--- config.mk ---
export PLATFORM = sky130hd
export DESIGN_NAME = seg_ring_chaser
export DESIGN_NICKNAME = d
export VERILOG_FILES = /design/src/rtl/seg_ring_pkg.sv /design/src/rtl/seg_ring_decode.sv /design/src/rtl/seg_ring_chaser.sv
export SDC_FILE = /design/constraint.sdc
export NUM_CORES = 1
export LEC_CHECK = 0
export BUFFER_PORTS_ARGS = -buffer_cell sky130_fd_sc_hd__clkbuf_2
export CAP_MARGIN = 25
export CORE_MARGIN = 2
export CORE_UTILIZATION = 50
export DETAILED_ROUTE_END_ITERATION = 12
export PLACE_DENSITY = 0.74
export SYNTH_ARGS = -nofsm -noshare
export SYNTH_HDL_FRONTEND = slang
export SYNTH_SLANG_ARGS = --single-unit
--- constraint.sdc ---
create_clock -name clk_i -period 4.02 [get_ports clk_i]
set_input_delay 0.201 -clock clk_i [delete_from_list [all_inputs] [get_ports clk_i]]
set_output_delay 0.201 -clock clk_i [all_outputs]
set_load 0.05 [all_outputs]
--- src/rtl/seg_ring_pkg.sv ---
// Shared constants and ring-geometry helpers for the seven-segment ring chaser.
// The ring runs clockwise: top a's, right b/c, bottom d's (right to left), left e/f.
package seg_ring_pkg;

  localparam int SEG_A = 0;
  localparam int SEG_B = 1;
  localparam int SEG_C = 2;
  localparam int SEG_D = 3;
  localparam int SEG_E = 4;
  localparam int SEG_F = 5;
  localparam int SEG_G = 6;

  function automatic int ring_len(input int n);
    return 2 * n + 4;
  endfunction

  // Flat bit index inside the 7*n segment vector for clockwise ring position p.
  function automatic int seg_bit(input int p, input int n);
    int res;
    if (p < n)
      res = 7 * p + SEG_A;
    else if (p == n)
      res = 7 * (n - 1) + SEG_B;
    else if (p == n + 1)
      res = 7 * (n - 1) + SEG_C;
    else if (p <= 2 * n + 1)
      res = 7 * (n - 1 - (p - n - 2)) + SEG_D;
    else if (p == 2 * n + 2)
      res = SEG_E;
    else
      res = SEG_F;
    return res;
  endfunction

endpackage

--- src/rtl/seg_ring_decode.sv ---
// Combinational map from head position, direction and tail length to the raw
// segment vector: the head plus up to TAIL_MAX positions trailing behind it.
module seg_ring_decode
  import seg_ring_pkg::*;
#(
  parameter int NUM_DISPLAYS = 6,
  parameter int TAIL_MAX     = 3,
  parameter int RING_LEN     = ring_len(NUM_DISPLAYS),
  parameter int POS_W        = $clog2(RING_LEN),
  parameter int TAIL_W       = $clog2(TAIL_MAX + 1)
) (
  input  logic [POS_W-1:0]          pos_i,
  input  logic                      dir_i,
  input  logic [TAIL_W-1:0]         tail_i,
  output logic [7*NUM_DISPLAYS-1:0] seg_o
);

  localparam logic [POS_W:0] RL = (POS_W + 1)'(RING_LEN);

  logic [TAIL_W:0]     w_tailWide;
  logic [POS_W:0]      w_tailEff;
  logic [POS_W:0]      w_dist;
  logic [RING_LEN-1:0] w_ring;

  // Tail requests beyond TAIL_MAX are clamped rather than wrapped.
  always_comb begin
    w_tailWide = {1'b0, tail_i};
    if (w_tailWide > (TAIL_W + 1)'(TAIL_MAX))
      w_tailEff = (POS_W + 1)'(TAIL_MAX);
    else
      w_tailEff = (POS_W + 1)'(tail_i);
  end

  // A position is lit when its distance behind the head (against the travel
  // direction) is within the tail length; distance 0 is the head itself.
  always_comb begin
    w_ring = '0;
    w_dist = '0;
    for (int r = 0; r < RING_LEN; r++) begin
      if (!dir_i)
        w_dist = {1'b0, pos_i} + RL - (POS_W + 1)'(r);
      else
        w_dist = (POS_W + 1)'(r) + RL - {1'b0, pos_i};
      if (w_dist >= RL)
        w_dist = w_dist - RL;
      w_ring[r] = (w_dist <= w_tailEff);
    end
  end

  function automatic int pos_of_bit(input int b);
    int res;
    res = -1;
    for (int r = 0; r < RING_LEN; r++)
      if (seg_bit(r, NUM_DISPLAYS) == b)
        res = r;
    return res;
  endfunction

  // Segments not on the outer ring (inner b/c/e/f and every g) stay dark.
  for (genvar b = 0; b < 7 * NUM_DISPLAYS; b++) begin : g_bit
    localparam int P = pos_of_bit(b);
    if (P < 0 || (b % 7) == SEG_G) begin : g_off
      assign seg_o[b] = 1'b0;
    end else begin : g_on
      assign seg_o[b] = w_ring[P[POS_W-1:0]];
    end
  end

endmodule

--- src/rtl/seg_ring_chaser.sv ---
// Ring chaser top: step prescaler, head position counter, wrap pulse and the
// registered segment output that feeds the display multiplexer.
module seg_ring_chaser
  import seg_ring_pkg::*;
#(
  parameter  int NUM_DISPLAYS = 6,
  parameter  int PRESC_W      = 24,
  parameter  int TAIL_MAX     = 3,
  localparam int RING_LEN     = ring_len(NUM_DISPLAYS),
  localparam int POS_W        = $clog2(RING_LEN),
  localparam int TAIL_W       = $clog2(TAIL_MAX + 1)
) (
  input  logic                      clk_i,
  input  logic                      rst_ni,
  input  logic                      enable_i,
  input  logic                      clear_i,
  input  logic                      dir_i,
  input  logic [PRESC_W-1:0]        step_div_i,
  input  logic [TAIL_W-1:0]         tail_i,
  output logic [7*NUM_DISPLAYS-1:0] seg_o,
  output logic [POS_W-1:0]          pos_o,
  output logic                      wrap_o
);

  localparam logic [POS_W-1:0] POS_LAST = POS_W'(RING_LEN - 1);

  logic [PRESC_W-1:0]        r_cnt;
  logic [POS_W-1:0]          r_pos;
  logic                      r_wrap;
  logic [7*NUM_DISPLAYS-1:0] r_seg;
  logic [7*NUM_DISPLAYS-1:0] w_seg;
  logic [POS_W-1:0]          w_posNext;
  logic                      w_step;
  logic                      w_atWrap;

  // '>=' lets a shortened divider take effect at once instead of waiting for
  // the counter to roll over the full register width.
  assign w_step = enable_i && (r_cnt >= step_div_i);

  always_comb begin
    w_posNext = r_pos;
    w_atWrap  = 1'b0;
    if (!dir_i) begin
      w_atWrap  = (r_pos == POS_LAST);
      w_posNext = w_atWrap ? '0 : r_pos + 1'b1;
    end else begin
      w_atWrap  = (r_pos == '0);
      w_posNext = w_atWrap ? POS_LAST : r_pos - 1'b1;
    end
  end

  // Clear outranks stepping and also swallows the wrap pulse of that edge.
  always_ff @(posedge clk_i or negedge rst_ni) begin
    if (!rst_ni) begin
      r_cnt  <= '0;
      r_pos  <= '0;
      r_wrap <= 1'b0;
    end else if (clear_i) begin
      r_cnt  <= '0;
      r_pos  <= '0;
      r_wrap <= 1'b0;
    end else begin
      r_wrap <= w_step && w_atWrap;
      if (enable_i) begin
        if (w_step) begin
          r_cnt <= '0;
          r_pos <= w_posNext;
        end else begin
          r_cnt <= r_cnt + 1'b1;
        end
      end
    end
  end

  seg_ring_decode #(
    .NUM_DISPLAYS (NUM_DISPLAYS),
    .TAIL_MAX     (TAIL_MAX),
    .RING_LEN     (RING_LEN),
    .POS_W        (POS_W),
    .TAIL_W       (TAIL_W)
  ) u_decode (
    .pos_i  (r_pos),
    .dir_i  (dir_i),
    .tail_i (tail_i),
    .seg_o  (w_seg)
  );

  // Segment image lags the position register by one clock and keeps tracking
  // tail/direction even while stepping is frozen.
  always_ff @(posedge clk_i or negedge rst_ni) begin
    if (!rst_ni)
      r_seg <= '0;
    else
      r_seg <= w_seg;
  end

  assign seg_o  = r_seg;
  assign pos_o  = r_pos;
  assign wrap_o = r_wrap;

endmodule

==> results of run 1 <==
[cell families after synthesis]
logic type                 count (synthesis)
DFF                                       45
muxes                                      8
adders and majority gates                 39
other                                      1
AOI/OAI and AO/OA                         68
buffers and inverters                     83
and+or+nand+nor                          151
xor gates and xnor gates                  27
[Yosys cell counts, types with 3 or more instances]
master / n / area, um2
dfrtp_1: 45 / 1130
ha_1: 39 / 488
inv_1: 37 / 139
nor2_1: 33 / 124
buf_4: 28 / 210
a21oi_1: 24 / 120
nand2_1: 24 / 90.1
xnor2_1: 18 / 158
nand3_1: 16 / 80.1
nor3_2: 15 / 150
nand2b_1: 14 / 87.6
clkbuf_1: 13 / 48.8
nor2b_1: 13 / 81.3
nand4_1: 12 / 75.1
xor2_1: 9 / 78.8
o21ai_1: 8 / 40.0
mux2i_1: 6 / 60.1
and3_1: 5 / 31.3
nor3_1: 5 / 25.0
a21o_1: 4 / 30.0
a41oi_1: 4 / 35.0
and2_1: 4 / 25.0
o21ai_0: 4 / 20.0
a211oi_1: 3 / 22.5
a31oi_1: 3 / 18.8
and4_1: 3 / 26.3
o31ai_1: 3 / 22.5
[sequential cells by signal, summed over array words and instances, names as in the netlist]
signal  count
seg_o      16
r_cnt      24
pos_o       4
wrap_o      1
[critical path, cell delays in order (launching register included)]
cell,delay (ns)
dfrtp_1,0.43
ha_1,0.29
o211a_1,0.22
a2111oi_0,0.47
nor3_1,0.11
a41oi_2,0.17
buf_4,0.22
a21boi_2,0.16
buf_4,0.25
nor3_2,0.17
[where the power goes]
part	internal [mW]	total, mW	switching, mW	leakage (nW)
logic	0.0463	0.184	0.138	1.36
registers	0.461	0.465	0.00416	0.617
clock network	0.247	0.400	0.153	0.0681
[per-stage QoR]
stage / hold slack [ns] / area (um2) / utilization (%)
2_1_floorplan: -0.0946 / 3770 / -
3_5_place_dp: 0.333 / 3900 / 54.3
6_report: 0.367 / 4040 / 56.3
5_1_grt: 0.402 / 4040 / 56.3
4_1_cts: 0.349 / 4040 / 56.3
3_3_place_gp: 0.321 / 3900 / 54.3
[area by class of cell]
cell class                 instances  area share [%]
multi-input combinational        319            54.8
sequential                        45            27.9
timing repair buffer              56            7.31
inverter                          39            3.62
tap                               99            3.07
clock buffer                       5            1.70
clock inverter                     3            1.61
[final timing paths]
| path | to | start | cells after the start | slack, ns |
|---|---|---|---|---|
| max in group asynchronous | seg_o[38]$_DFF_PN0_ | rst_ni | 3 | 3.11 |
| min | r_cnt[7]$_DFFE_PN0P_ | enable_i | 3 | 0.37 |
| min reg2reg | r_cnt[23]$_DFFE_PN0P_ | r_cnt[23]$_DFFE_PN0P_ | 2 | 0.58 |
| max | r_cnt[16]$_DFFE_PN0P_ | r_cnt[4]$_DFFE_PN0P_ | 9 | 1.42 |
| max reg2reg | r_cnt[16]$_DFFE_PN0P_ | r_cnt[4]$_DFFE_PN0P_ | 9 | 1.42 |
| min in group asynchronous | r_cnt[7]$_DFFE_PN0P_ | rst_ni | 3 | 0.52 |
[what timing repair did]
item,CTS,global route
setup endpoints to repair,0,0
hold buffers,1,0
endpoints found under the hold margin,3,0
[metal layers]
| metal | global-route usage [%] | up-vias | share of wire (%) |
|---|---|---|---|
| met5 | 0 | - | 0 |
| met4 | 5.00 | 0 | 0.42 |
| met3 | 3.27 | 2 | 3.6 |
| met2 | 32.9 | 56 | 50 |
| met1 | 23.9 | 1350 | 46 |
| li1 | - | 1481 | - |
==> results.md, run 1 <==
* Final Setup Violations at 0
* CTS max path bufs at 2
* Post-synthesis sequential area ratio at 30.7%
* Die ar. at 0.00805 mm2
* Total Wirelength at 7080 um
* Outcome: complete, no violations
* Post-Synth Simple-Gate Area at 23.4%
* DRT Pass-1 Iters at 4
* Final Skew at 0.0106 ns
* Synth Area in Compound Gates at 12.3%
* Post-DP HPWL at 5380 um
* Average size of a mapped cell at 8.71 um2
* Max Fanout on Critical Path at 14
* Mapped Area at 0.00367 mm2
* Pwr/cell area at 260 mW/mm2
* Worst-path clk slew at 0.09 ns
* Number of max-cap violations at 0
* Fin. Hold Viols at 0
* Starting density of the core at 51.2%
* Startpoint types: flip-flop
* Site row count at 31
* H-tree lvl count at 2
* Post-CTS resize count at 0
* Post-Synth XOR/XNOR Area at 6.44%
* Avg WL per Cell at 12.5 um
* Placed cells at 557
* # fillers at 679
* #FFs+latches synth at 45
* Largest net degree at the start of global routing at 46
* Clk sink count at 45
* Antenna violations before repair at 0
* PnR worst setup slack at 1.42 ns
* Final period util at 64.6%
* CP endpoint kind: flip-flop
* FF/Latch Area at 0.00113 mm2
* VDD IR max at 0.133 mV
* Setup TNS at 0 ns
* Post-synth top flop: dfrtp_1
* Final Wtd Congestion at 0.842
* Largest family of logic cells by synthesized area: simple AND/OR/NAND/NOR gates
* Crit path DAT at 2.81 ns
* Most common cell after layout, fill and taps aside: clkbuf_2
* CTS tree: done
* Adder-cell area share of the yosys netlist at 13.3%
* RSZ-0062 raised after global routing: false
* PortBufs at 51
* Ys async rst share at 100%
* Distinct cell type count after synthesis at 53
* Core box area at 0.00718 mm2
* Overall Power at 1.05 mW
* Syn Inst Count at 422
* Commonest non-fill, non-tap cells in the layout: clkbuf_2 (51), dfrtp_1 (45), ha_1 (39), inv_1 (37), nor2_1 (33)
* CTS Buf Count at 5
* Post-synthesis mux area share at 2.25%
* Vias/cell at 5.10
* Max-slew violations at 0
* Vias in the first global route at 2745
* Area grow syn2layout at 10.0%
* Overall routing resource usage at 18.7%
* Post-synth EDFFs at 0
* Number of I/O pins at 78
* GRT overflow at 0
* DR vias at 2889
* Antenna violation net count after detailed routing at 0
* Synthesis Warnings at 0
* Post-CTS Setup Bufs at 0
* Antenna diodes at 0
* Clock latency on the worst-skew pair at 0.30 ns
* Die height at 89.7 um
* Least-Margin Pin Slew at 0.793 ns
* First-pass GRT wire length at 12600 um
* Footprint of the multi-input gates at 0.00222 mm2
* Worst Path Required at 4.23 ns
* Relative slew slack at 47.1%
* Layout cell share with drive strength beyond 1 at 18.8%
* Final min period at 2.60 ns
* Layout Nets at 536
* Leakage at 2.05 nW
* Die width at 89.7 um
* Root Driver: clkbuf_8
* Worst min path class: in2reg
* Worst slack, placed at 1.45 ns
* DRC at 0
* Non-Filler Instances at 566
* FMAX at 385 MHz
* Detailed Route Iter0 Violations at 127
* Critical path class: reg2reg
Note: power is estimated with default switching activity, not from simulation.
==> run 2, diff against run 1 <==
- PLACE_DENSITY: 0.74 -> 0.77
- clock period: 4.02 -> 2.1 ns (I/O delays scaled with it)
==> run 2 against run 1 <==
The run now ends with setup timing left. Register-to-register slack worse by 1.6 ns. Core utilization is 7.1 points higher. Clock power is 33% higher. Global-route usage is 1.2 points higher. First-iteration DRC count is 45% higher. Via count is 7.8% higher. Sequential power is 91% higher. Routed wire length is 17% higher. Flip-flop and latch count stayed put. Final cell count is 7.4% higher. Worst hold slack worse by 0.26 ns. Largest power group unchanged. Highest routed layer unchanged.
==> results.md, run 2 (same netlist as run 1, synthesis figures left out) <==
* R2R Setup Slk at -0.13 ns
* Antenna violations before repair at 0
* Largest net degree at the start of global routing at 32
* Leakage at 2.25 nW
* Final min period at 2.23 ns
* FMAX at 448 MHz
* Number of I/O pins at 78
* Die ar. at 0.00805 mm2
* Largest Register: r_cnt
* Final period util at 106%
* Switch share at 32.8%
* Worst Path Required at 2.29 ns
* Setup crit start: r_cnt[21]$_DFFE_PN0P_
* Internal power at 1.22 mW
* PortBufs at 51
* First-pass GRT wire length at 13400 um
* CTS tree: done
* Startpoint of the worst hold path: enable_i
* Final Wtd Congestion at 0.841
* PnR worst setup slack at -0.130 ns
* Clock latency on the worst-skew pair at 0.30 ns
* Non-Filler Instances at 608
* DRT Pass-1 Iters at 5
* Failing checks: setup timing
* Startpoint types: flip-flop
* Final Setup Violations at 28
* GRT overflow at 0
* Commonest non-fill, non-tap cells in the layout: clkbuf_2 (51), dfrtp_1 (43), buf_4 (42), inv_1 (36), nor2_1 (33)
* Root Driver: clkbuf_8
* Worst hold endpoint: r_cnt[1]$_DFFE_PN0P_
* Setup TNS at -2.00 ns
* VDD IR max at 0.257 mV
* Crit path largest cell delay at 0.44 ns
* Critical path's slowest cell: dfrtp_1
* Post-DP HPWL at 6150 um
* Worst reg-to-reg path cell count at 7
* H-tree lvl count at 2
* CTS Buf Count at 5
* Fin. Hold Viols at 0
* Max Fanout on Critical Path at 5
* Cell depth of the worst min-delay path at 3
* Worst min path class: in2reg
* Worst-path clk slew at 0.09 ns
* Die height at 89.7 um
* Avg WL per Cell at 13.6 um
* CTS max path bufs at 2
* Starting density of the core at 51.2%
* Number of max-cap violations at 0
* Most common cell after layout, fill and taps aside: clkbuf_2
* Crit-path cells: ha_4, and4_4, and2_4, a311o_1, a41oi_4, a21boi_4, mux2_1
* Final Skew at 0.00652 ns
* Critical R2R Launch: r_cnt[21]$_DFFE_PN0P_
* Placed cells at 589
* Layout cell share with drive strength beyond 1 at 30.1%
* CP Buf/Inv Count at 0
* Top Family by Delay on Critical Path: compound AO/OA/AOI/OAI gates
* Vias in the first global route at 3008
* Crit Reg-Reg Endpoint: pos_o[0]$_DFFE_PN0P_
* Total Wirelength at 8270 um
* Clk sink count at 45
* Max-slew violations at 0
* Antenna violation net count after detailed routing at 0
* Switch Pwr at 0.596 mW
* RSZ-0062 raised after global routing: true
* Detailed Route Iter0 Violations at 184
* Area grow syn2layout at 23.9%
* Overall routing resource usage at 19.9%
* Comb pwr share at 21.6%
* CP endpoint kind: flip-flop
* DR vias at 3114
* Site row count at 31
* Core box area at 0.00718 mm2
* Hold Slack at 0.109 ns
* Seq pwr share at 48.9%
* Clock Power Share at 29.4%
* Vias/cell at 5.12
* Crit path DAT at 2.42 ns
* Die width at 89.7 um
* DRC at 0
* Pwr/cell area at 398 mW/mm2
* Layout Nets at 578
* Outcome: finished, violations left
* Critical path class: reg2reg
* Max reg flops at 24
* Antenna diodes at 0
==> run 2: cell type report <==
class | instances | area, um2
Clock buffer | 5 | 68.8
Clock inverter | 3 | 17.5
Fill cell | 610 | 2620
Inverter | 39 | 146
Multi-Input combinational cell | 319 | 2440
Sequential cell | 45 | 1130
Tap cell | 99 | 124
Timing Repair Buffer | 98 | 623
==> run 2: routing by layer <==
metal  global-route usage, %  routed length [um]  part of all wire, %  vias to the layer above
met4                    3.72                  49                 0.59                        0
met1                    25.3                3610                   44                     1481
met2                    36.5                4350                   53                       63
li1                        -                   -                    -                     1565
met3                    2.85                 258                  3.1                        5
met5                       0                   0                    0                        -
==> run 2: how the worst max path moves through the flow <==
stage                                       end  cells past startpoint  slack (ns)
after floorplan            pos_o[0]$_DFFE_PN0P_                      7       0.003
after global placement    r_cnt[11]$_DFFE_PN0P_                      8       -0.06
after detailed placement   r_cnt[6]$_DFFE_PN0P_                      8       -0.16
after CTS                  pos_o[0]$_DFFE_PN0P_                      7       -0.04
after global routing       pos_o[0]$_DFFE_PN0P_                      7       -0.19
final                      pos_o[0]$_DFFE_PN0P_                      7       -0.13
==> run 2: per-stage QoR <==
stage | setup WS, ns | total power, mW | area, um2 | utilization, %
after floorplan | 0.00315 | 1.22 | 3800 | -
after global placement | -0.0575 | 1.27 | 4170 | 58.0
after detailed placement | -0.161 | 1.27 | 4170 | 58.0
after CTS | -0.0353 | 1.81 | 4300 | 59.9
after global routing | -0.187 | 1.91 | 4550 | 63.5
final | -0.130 | 1.81 | 4550 | 63.5
==> run 2: worst min-delay path, cell delays in order <==
cell	delay, ns
clkbuf_2	0.12
nand4_1	0.09
a21oi_1	0.06
==> run 2: what timing repair did <==
action	4_1_cts	5_1_grt
pin swaps	0	17
hold buffers	1	0
gates resized for setup	6	25
endpoints found under the hold margin	14	0
setup endpoints to repair	29	31
setup buffers	0	9
gates cloned	0	1
==> run 2: power by group through the flow <==
stage	registers, mW	clock network, mW	logic (mW)
after floorplan	0.955	0	0.261
after global placement	0.906	0	0.359
after detailed placement	0.906	0	0.369
after CTS	0.888	0.544	0.376
after global routing	0.891	0.586	0.429
final	0.888	0.534	0.392
